**src/rtl/regfile_access_arbiter.sv**
```systemverilog
// Register-file port initiator: serializes operand reads and queued write-backs onto one port,
// returning operands a cycle later with forwarding from not-yet-written results.
module regfile_access_arbiter #(
   parameter int WQ_DEPTH = 4,
   parameter int TAG_W    = 4
) (
   input  logic             clk_in,
   input  logic             rst_in,
   input  logic             rdy_in,
   input  logic             rd_req_valid,
   output logic             rd_req_ready,
   input  logic [4:0]       rd_req_rs1,
   input  logic [4:0]       rd_req_rs2,
   input  logic [TAG_W-1:0] rd_req_tag,
   output logic             rd_resp_valid,
   output logic [31:0]      rd_resp_rs1,
   output logic [31:0]      rd_resp_rs2,
   output logic [TAG_W-1:0] rd_resp_tag,
   input  logic             wb_valid,
   output logic             wb_ready,
   input  logic [4:0]       wb_rd,
   input  logic [31:0]      wb_data,
   output logic             rf_read,
   output logic [4:0]       rf_rs1,
   output logic [4:0]       rf_rs2,
   output logic             rf_write,
   output logic [4:0]       rf_rd,
   output logic [31:0]      rf_wdata,
   input  logic [31:0]      rf_rs1_data,
   input  logic [31:0]      rf_rs2_data
);

   localparam int PTR_W = $clog2(WQ_DEPTH);
   localparam int CNT_W = PTR_W + 1;

   logic [4:0]       q_rd   [WQ_DEPTH];
   logic [31:0]      q_data [WQ_DEPTH];
   logic [PTR_W-1:0] head, tail;
   logic [CNT_W-1:0] count;
   logic             full, empty;
   logic             rd_fire, wb_fire, enq;

   logic             hit1_p0, hit2_p0;
   logic [31:0]      fwd1_p0, fwd2_p0;
   logic             vld_p1, hit1_p1, hit2_p1;
   logic [31:0]      fwd1_p1, fwd2_p1;
   logic [TAG_W-1:0] tag_p1;

   // p0: arbitration and forwarding lookup in the request cycle
   assign full         = (count == CNT_W'(WQ_DEPTH));
   assign empty        = (count == '0);
   assign wb_ready     = rdy_in & ~full;
   assign rd_req_ready = rdy_in & ~full;
   assign rd_fire      = rd_req_valid & rd_req_ready;
   assign wb_fire      = wb_valid & wb_ready;
   assign enq          = wb_fire & (wb_rd != 5'd0);

   assign rf_read  = rd_fire;
   assign rf_rs1   = rd_req_rs1;
   assign rf_rs2   = rd_req_rs2;
   assign rf_write = rdy_in & (full | (~rd_req_valid & ~empty));
   assign rf_rd    = q_rd[head];
   assign rf_wdata = q_data[head];

   // Entries are scanned oldest to youngest so the last match wins; the incoming wb is youngest.
   always_comb begin
      hit1_p0 = 1'b0;
      hit2_p0 = 1'b0;
      fwd1_p0 = '0;
      fwd2_p0 = '0;
      for (int i = 0; i < WQ_DEPTH; i++) begin
         if (CNT_W'(i) < count) begin
            if (q_rd[head + PTR_W'(i)] == rd_req_rs1) begin
               hit1_p0 = 1'b1;
               fwd1_p0 = q_data[head + PTR_W'(i)];
            end
            if (q_rd[head + PTR_W'(i)] == rd_req_rs2) begin
               hit2_p0 = 1'b1;
               fwd2_p0 = q_data[head + PTR_W'(i)];
            end
         end
      end
      if (enq && (wb_rd == rd_req_rs1)) begin
         hit1_p0 = 1'b1;
         fwd1_p0 = wb_data;
      end
      if (enq && (wb_rd == rd_req_rs2)) begin
         hit2_p0 = 1'b1;
         fwd2_p0 = wb_data;
      end
      if (rd_req_rs1 == 5'd0) begin
         hit1_p0 = 1'b1;
         fwd1_p0 = '0;
      end
      if (rd_req_rs2 == 5'd0) begin
         hit2_p0 = 1'b1;
         fwd2_p0 = '0;
      end
   end

   always_ff @(posedge clk_in) begin
      if (rst_in) begin
         head    <= '0;
         tail    <= '0;
         count   <= '0;
         vld_p1  <= 1'b0;
         hit1_p1 <= 1'b0;
         hit2_p1 <= 1'b0;
         tag_p1  <= '0;
      end else if (rdy_in) begin
         if (enq) tail <= tail + PTR_W'(1);
         if (rf_write) head <= head + PTR_W'(1);
         count  <= count + CNT_W'(enq) - CNT_W'(rf_write);
         vld_p1 <= rd_fire;
         if (rd_fire) begin
            hit1_p1 <= hit1_p0;
            hit2_p1 <= hit2_p0;
            tag_p1  <= rd_req_tag;
         end
      end else if (vld_p1) begin
         // The RF read data is only guaranteed for one cycle, so a stalled response is captured.
         hit1_p1 <= 1'b1;
         hit2_p1 <= 1'b1;
      end
   end

   always_ff @(posedge clk_in) begin
      if (rdy_in) begin
         if (enq) begin
            q_rd[tail]   <= wb_rd;
            q_data[tail] <= wb_data;
         end
         if (rd_fire) begin
            fwd1_p1 <= fwd1_p0;
            fwd2_p1 <= fwd2_p0;
         end
      end else if (vld_p1) begin
         fwd1_p1 <= rd_resp_rs1;
         fwd2_p1 <= rd_resp_rs2;
      end
   end

   // p1: operand select against the register-file read data
   assign rd_resp_valid = vld_p1;
   assign rd_resp_rs1   = vld_p1 ? (hit1_p1 ? fwd1_p1 : rf_rs1_data) : '0;
   assign rd_resp_rs2   = vld_p1 ? (hit2_p1 ? fwd2_p1 : rf_rs2_data) : '0;
   assign rd_resp_tag   = tag_p1;

endmodule

```
**config.mk**
```make
export PLATFORM = sky130hd
export DESIGN_NAME = regfile_access_arbiter
export DESIGN_NICKNAME = d
export VERILOG_FILES = /design/src/rtl/regfile_access_arbiter.sv
export SDC_FILE = /design/constraint.sdc
export NUM_CORES = 1
export LEC_CHECK = 0
export ABC_AREA = 1
export BUFFER_PORTS_ARGS = -buffer_cell sky130_fd_sc_hd__buf_2
export CAP_MARGIN = 20
export CELL_PAD_IN_SITES_DETAIL_PLACEMENT = 1
export CELL_PAD_IN_SITES_GLOBAL_PLACEMENT = 1
export CORE_MARGIN = 3
export CORE_UTILIZATION = 45
export DETAILED_ROUTE_END_ITERATION = 8
export GPL_ROUTABILITY_DRIVEN = 0
export GPL_TIMING_DRIVEN = 0
export MAX_ROUTING_LAYER = met4
export PLACE_DENSITY_LB_ADDON = 0.1
export SETUP_SLACK_MARGIN = 0.2
export SLEW_MARGIN = 20
export SYNTH_ARGS = -nofsm -noshare
export SYNTH_HDL_FRONTEND = slang
export SYNTH_SLANG_ARGS = --single-unit
```
**constraint.sdc**
```tcl
create_clock -name clk_in -period 14.69 [get_ports clk_in]
set_input_delay 2.2035 -clock clk_in [delete_from_list [all_inputs] [get_ports clk_in]]
set_output_delay 2.2035 -clock clk_in [all_outputs]
set_load 0.1 [all_outputs]
```
# After elaboration in Yosys (flattened, before gate mapping)
# Memories as Yosys holds them, arrays and structs flattened. A register that Yosys moved wholly into a read port is not among the register bits.
# Cells that the tools add are included.
[totals]
regBits = 78
latch_bits = 0
mem_bits_rw = 148
rom_bits = 0
in_bits = 120
out_inout_bits = 120
elab_cells = 116
n_memories = 2
[memory_table]
columns = ["name", "words", "word_bits", "read_ports", "rd_clocked_by_memory_dff", "wr", "line", "rtl"]
rows = [
  ["q_data", 4, 32, 4, 1, 1, "37", "logic [31:0] q_data [WQ_DEPTH];"],
  ["q_rd", 4, 5, 4, 1, 1, "36", "logic [4:0] q_rd [WQ_DEPTH];"],
]
[op_classes]
add_sub_neg = 6
mul = 0
div_mod_pow = 0
magnitude_cmp = 4
eq_ne = 12
shift = 0
mux = 62
bitwise_logic = 10
n_reduce_logical = 11
[op_table]
columns = ["cell", "n"]
rows = [
  ["32-bit 2-to-1 mux", 30],
  ["5-bit equality test", 10],
  ["1-bit 2-to-1 mux", 28],
  ["5-bit logical NOT", 2],
  ["2-bit 2-to-1 mux", 4],
  ["2-bit AND reduction", 4],
  ["1-bit AND", 6],
  ["1-bit by 3-bit < comparator with 1-bit output, first input constant", 2],
  ["2-bit by 3-bit < comparator with 1-bit output, first input constant", 2],
  ["5-bit nonzero test", 1],
  ["2-bit by 1-bit adder with 2-bit output, second input constant", 2],
  ["2-bit adder, second input constant", 2],
  ["3-bit by 1-bit adder with 3-bit output", 1],
  ["3-bit equality test, second input constant", 1],
  ["3-bit logical NOT", 1],
  ["1-bit NOT", 3],
  ["3-bit by 1-bit subtractor with 3-bit output", 1],
  ["1-bit logical AND", 2],
  ["2-bit by 1-bit inequality test with 1-bit output, second input constant", 1],
  ["2-bit nonzero test", 1],
  ["1-bit bitwise OR", 1],
]

# Logic depth before layout (Yosys ltp)
# Gate-level depths: netlist (run 1).
[logic_depth]
depth_word = 13
ltp_mapped = 20
mapped_depth_nobuf = 17

# Worst setup path before layout (run 1)
# Ideal clock, no wire load.
[synth_path]
path_kind = "input -> register"
from = "in rdy_in"
to = "reg fwd1_p1[0] (enable)"
setup_ps = 580
arrival_ps = 6828
required_time_ps = 14110
slack_ps = 7282
path_stages = 1
n_path_buf = 0
cell_sequence = "o21ai_0"
[synth_via]
elab_chain_cells = 4
elab_cells_between_ends = 5
classes_between = "eq/ne (1); bitwise (2); reduce/logical (2)"
[synth_rtl]
columns = ["item", "line", "rtl"]
rows = [
  ["start: declaration", "9", "input logic rdy_in,"],
  ["1-bit AND", "53", "assign rd_req_ready = rdy_in & ~full;"],
  ["1-bit AND", "54", "assign rd_fire = rd_req_valid & rd_req_ready;"],
  ["2-bit by 1-bit inequality test with 1-bit output (no source line)", "--", ""],
  ["2-bit AND reduction (no source line) (*)", "--", ""],
  ["end signal: assignment", "134", "fwd1_p1 <= fwd1_p0;"],
  ["end signal: assignment", "138", "fwd1_p1 <= rd_resp_rs1;"],
  ["end: declaration", "46", "logic [31:0] fwd1_p1, fwd2_p1;"],
]
# Every way passes the cells marked *; elsewhere a longest branch is shown, timed or not.
# A chain may end at the register's enable or synchronous reset.

# Worst setup path after layout (run 1)
[layout_path]
from = "in rdy_in"
to = "out rf_write"
[layout_via]
elab_chain_cells = 1
[layout_rtl]
columns = ["item", "line", "rtl"]
rows = [
  ["1-bit AND", "61", "assign rf_write = rdy_in & (full | (~rd_req_valid & ~empty));"],
  ["end: declaration", "26", "output logic rf_write,"],
]
# Every way passes these cells.

==> results.json, run 1 <==
{
  "wl_per_cell_um": 22.7,
  "fp.dieH_um": 200,
  "synth_area_mm2": 0.0169,
  "dr.pass1.iters": 5,
  "drc": 0,
  "yosysSeqAreaShare_pct": 39.5,
  "worstPathCellList": "buf_2 -> clkinv_1 -> a21oi_1 -> buf_2",
  "finalHoldViolations": 0,
  "nets": 2914,
  "tightest_slew_ps": 928,
  "fmax_ghz": 0.161,
  "die_w_um": 200,
  "htree_levels": 1,
  "tns_ps": 0,
  "hp-class": "register to register",
  "drv_slew": 0,
  "cts_resized": 0,
  "track_usage_pct": 37.4,
  "dieArea_mm2": 0.0400,
  "rows": 70,
  "cp_max_fo": 7,
  "postCtsSetupBuffers": 0,
  "rsz0062_at_grt": "no",
  "setup_viol": 0,
  "grt_first_pass_wirelength_um": 111000,
  "peakVddDrop_v": 0.0000955,
  "routed_wl_um": 75000,
  "cp-startpoint": "rdy_in",
  "start_util_pct": 46.0,
  "antenna_found_initial": 3,
  "status": "finished, final reports clean",
  "cts.sinks": 228,
  "ant_nets": 0,
  "grt_pass1_vias": 19509,
  "crit_path_max_incr_delay_ps": 630,
  "core_mm2": 0.0369,
  "yosys_most_used_dff": "edfxtp_1",
  "ys_ff_latch": 228,
  "drtIter0Drc": 1841,
  "hold_buffers": 0,
  "grt_max_degree": 24,
  "cts_root_buf": "clkbuf_16",
  "synth_most_common_cell": "nand2_1",
  "synth_edf_count": 212,
  "yosys_warnings": 0,
  "place_hpwl_um": 55500,
  "drt-vias-per-instance": 5.84,
  "finalCritPeriodShare_pct": 42.3,
  "insertion_delay_ps": 560,
  "avgSynthCellArea_um2": 6.74,
  "cts.path.max_buffers": 3,
  "min_period_ps": 6210,
  "holdCritStartpoint": "rd_resp_tag[2]",
  "synth_top_area_cell": "edfxtp_1",
  "ys_top_cells_by_count": "nand2_1 (795), nor2_1 (432), inv_1 (237)",
  "synthCells": 2515,
  "layout-area-overhead-vs-synth_pct": 17.1,
  "cts_buffers": 27,
  "clk_pin_slew_ps": 50,
  "cts_tree": "yes",
  "synth_top_area_share_pct": 37.6,
  "leakagePower_nw": 9.60,
  "path_class": "input port to output pin",
  "hold_slack_ps": 525,
  "cpMostUsedCell": "buf_2",
  "crit_slowest_cell": "a21oi_1",
  "synth_fp_nets": 2644,
  "ios": 240,
  "port_buffers": 233,
  "crit_path_end_kind": "output pin",
  "place_area_mm2": 0.0190,
  "synth_area_leaders": "edfxtp_1 (38%), nand2_1 (18%), nor2_1 (9.6%), o21ai_0 (6.4%), inv_1 (5.2%)",
  "synth.distinct_cells": 35,
  "fin_skew_ps": 7.32,
  "start_kind": "input port",
  "cap_violations": 0,
  "finalInstanceArea_mm2": 0.0198,
  "slew_headroom_pct": 38.1,
  "drive_gt1_share_pct": 14.1,
  "vias": 19324,
  "async_flop_share_pct": 0,
  "arrival_ps": 4010,
  "crit_required_ps": 12490,
  "overflow": 0,
  "powerDensity_mw_per_mm2": 114,
  "final.fill_count": 4996
}
metrics by stage:
step	setup slack (ps)	power, W	cells	utilization [%]
finish	8480	0.00226	3307	53.8
global route	8470	0.00234	3306	53.8
CTS	8570	0.00224	3304	53.8
detailed placement	8590	0.00158	3260	51.5
global placement	4520	0.00155	3252	50.8
floorplan	7280	0.00134	2515	-
per-layer routing:
layer | vias up | part of all wire, % | track usage (%)
met2 | 1053 | 47 | 61.9
met4 | 0 | 4.6 | 16.0
met5 | - | 0 | -
met1 | 9312 | 39 | 45.0
li1 | 8694 | - | -
met3 | 265 | 9.4 | 6.81
power breakdown:
group	internal (W)	total [W]	switching, W
registers	0.000746	0.000760	0.0000142
clock network	0.000404	0.000672	0.000268
logic	0.000175	0.000827	0.000652
total	0.00132	0.00226	0.000934
cell families after synthesis:
logic type,Yosys count,share of synthesized area (%)
adder cells (fa/ha/maj),9,0.709
AO/OA/AOI/OAI,428,14.2
multiplexers,32,1.89
buffers and inverters,417,10.7
flip-flops,228,39.5
XOR/XNOR,15,0.775
AND/OR/NAND/NOR,1386,32.3
worst max-delay path: cells and delay by family:
kind	cells	cell delay (ps)
compound gates	1	630
buf+inv	3	1170
flip-flops by register name (all words and copies together), names as in the netlist, named ones only:
register / flops
count: 3
fwd1_p1: 32
fwd2_p1: 32
head: 2
hit1_p1: 1
hit2_p1: 1
q_data: 128
q_rd: 20
rd_resp_tag: 4
rd_resp_valid: 1
tail: 2
final timing paths:
check / to / slack, ps / cells after the start
min: rd_resp_tag[2] / 530 / 2
max: rf_write / 8480 / 4
max reg2reg: fwd1_p1[24] / 11440 / 14
min reg2reg: rd_resp_tag[2] / 530 / 2
layout by cell type (no fill, tap or decap), types with 3 or more instances in the layout:
master	n
nand2_1	795
nor2_1	428
buf_2	272
inv_1	237
o21ai_0	216
edfxtp_1	212
a21oi_1	114
nand3_1	111
clkbuf_1	96
o22ai_1	33
mux2i_1	32
or2_2	29
a32oi_1	29
a221oi_1	29
clkbuf_16	27
buf_4	26
dfxtp_1	16
buf_6	12
xor2_1	11
buf_1	10
ha_1	8
clkinv_1	5
nand4_1	5
buf_16	5
nand2_2	4
xnor2_1	4
nor2_4	4
bufinv_16	4
diode_2	3
nor3_1	3
o21ai_1	3
buf_12	3
final cells by class:
type                            count  area, µm²  share of cell area, %
Sequential cell                   228       6690                   33.7
Buffer                            174        890                   4.48
Antenna cell                        3       7.51                 0.0378
Tap cell                          504        631                   3.18
Clock inverter                      8        139                  0.700
Clock buffer                       36        709                   3.58
Inverter                          243        917                   4.62
Multi-Input combinational cell   1870       8500                   42.8
Timing Repair Buffer              241       1360                   6.87
No activity file was read; power rests on OpenSTA's default activity.
==> run 2: changes to the inputs <==
- CORE_UTILIZATION: 45 -> 38
- clock period: 14.69 -> 5.1 ns (I/O delays scaled with it)
==> run 2 against run 1 <==
  * Combinational power rose to 2.9 times the previous value
  * Clock-buffer cell count up 7
  * Design area up 0.96%
  * Register-to-register slack worse by 9700 ps
  * Setup slack worse by 7600 ps
  * Largest cell class unchanged
  * Largest power group unchanged
  * Highest routed layer unchanged
==> results.json, run 2 (same netlist as run 1, synthesis figures left out) <==
{
  "crit_end": "rf_wdata[0]",
  "crit_required_ps": 4340,
  "routed_wl_um": 77600,
  "top_usage_layer": "met2",
  "regMostFlops": "q_data",
  "final.fill_count": 5816,
  "mostFrequentLayoutCell": "nand2_1",
  "nets": 2917,
  "grt_max_degree": 22,
  "vias": 19071,
  "setup_viol": 0,
  "start_util_pct": 38.9,
  "reg2reg_slack_ps": 1780,
  "p_seq_share_pct": 33.3,
  "dp_slack_ps": 1570,
  "postCtsSetupBuffers": 0,
  "rr_worst_depth": 14,
  "slew_headroom_pct": 37.1,
  "overflow": 0,
  "antenna_found_initial": 4,
  "crit_path_end_kind": "output pin",
  "internal_power_w": 0.00383,
  "rsz0062_at_grt": "no",
  "ios": 240,
  "core_mm2": 0.0436,
  "drc": 0,
  "clk_pin_slew_ps": 50,
  "finalCritPeriodShare_pct": 83.0,
  "drive_gt1_share_pct": 14.4,
  "hp-class": "input port to register",
  "fin_ws_ps": 867,
  "htree_levels": 1,
  "dr.pass1.iters": 5,
  "drtIter0Drc": 1700,
  "hold_slack_ps": 396,
  "seqCellArea_mm2": 0.00669,
  "largest_reg_flops": 128,
  "die_w_um": 217,
  "peakVddDrop_v": 0.000238,
  "finalInstanceArea_mm2": 0.0200,
  "hold_buffers": 0,
  "port_buffers": 233,
  "cts.path.max_buffers": 3,
  "layout-area-overhead-vs-synth_pct": 18.2,
  "cts_tree": "yes",
  "use_met2_pct": 53.6,
  "insertion_delay_ps": 580,
  "fin_skew_ps": 15.7,
  "multi_input_area_mm2": 0.00850,
  "cts_buffers": 28,
  "final_core_util_pct": 46.0,
  "pwr-share-comb_pct": 36.5,
  "fmax_ghz": 0.236,
  "start_kind": "register",
  "min_period_ps": 4230,
  "reg2reg_to": "fwd1_p1[22]",
  "wl_per_cell_um": 22.9,
  "grtUsageMet3_pct": 5.14,
  "cap_violations": 0,
  "clockPowerShare_pct": 30.2,
  "drv_slew": 0,
  "drt-vias-per-instance": 5.62,
  "dieArea_mm2": 0.0472,
  "cts_resized": 0,
  "cp_max_fo": 10,
  "leakagePower_nw": 9.65,
  "status": "finished, final reports clean",
  "largestRegisters": "q_data (128), fwd1_p1 (32), fwd2_p1 (32)",
  "p_switching_w": 0.00274,
  "ant_nets": 0,
  "most-common-layout-cells": "nand2_1 (795), nor2_1 (428), buf_2 (272)",
  "place_area_mm2": 0.0191,
  "switching_share_pct": 41.7,
  "track_usage_pct": 32.9,
  "grt_pass1_vias": 19715,
  "path_class": "register to output pin",
  "rows": 76,
  "place_hpwl_um": 57700,
  "finalHoldViolations": 0,
  "cts_root_buf": "clkbuf_16",
  "grt_use_met1_pct": 41.0,
  "arrival_ps": 3470,
  "grt_first_pass_wirelength_um": 116000,
  "fp.dieH_um": 217,
  "powerDensity_mw_per_mm2": 328,
  "cts.sinks": 228,
  "tightest_slew_ps": 943
}
==> run 2: worst min-delay path by stage <==
stage / from / cells past startpoint / end
global route: rst_in / 2 / rd_resp_valid
global placement: rd_resp_tag[1] / 2 / rd_resp_tag[1]
CTS: rst_in / 2 / rd_resp_valid
floorplan: tail[1] / 2 / tail[1]
finish: rst_in / 2 / rd_resp_valid
detailed placement: rd_resp_tag[2] / 2 / rd_resp_tag[2]
==> run 2: final cells by class <==
class                           count  area share (%)
Multi-Input combinational cell   1870            42.4
Clock buffer                       43            4.03
Sequential cell                   228            33.4
Inverter                          243            4.58
Clock inverter                      6           0.406
Antenna cell                        2          0.0250
Buffer                            174            4.45
Timing Repair Buffer              243            7.06
Tap cell                          585            3.65
==> run 2: per-layer routing <==
layer | part of all wire [%] | routed length [µm]
met5 | 0 | 0
met4 | 4.4 | 3420
met3 | 8.3 | 6440
met2 | 46 | 35700
met1 | 41 | 32100
==> run 2: worst max-delay path: stages (launching register included) <==
cell and delay [ps]:
dfxtp_1 300, buf_4 170, inv_2 90, buf_4 200
clkbuf_1 450, clkbuf_1 710, or2_2 240, a32oi_1 50
inv_1 210, buf_2 460
==> run 2: metrics by stage <==
stage               setup TNS (ps)  instances  power [W]
finish                           0       3394    0.00658
floorplan                        0       2515    0.00386
global route                     0       3394    0.00684
detailed placement               0       3343    0.00458
CTS                              0       3392    0.00657
global placement            -51330       3333    0.00450
==> run 2: power by group through the flow <==
stage / clock network, W / logic (W) / registers [W]
floorplan: 0 / 0.00162 / 0.00224
global placement: 0 / 0.00227 / 0.00223
detailed placement: 0 / 0.00236 / 0.00223
CTS: 0.00202 / 0.00237 / 0.00219
global route: 0.00210 / 0.00254 / 0.00220
finish: 0.00199 / 0.00240 / 0.00219
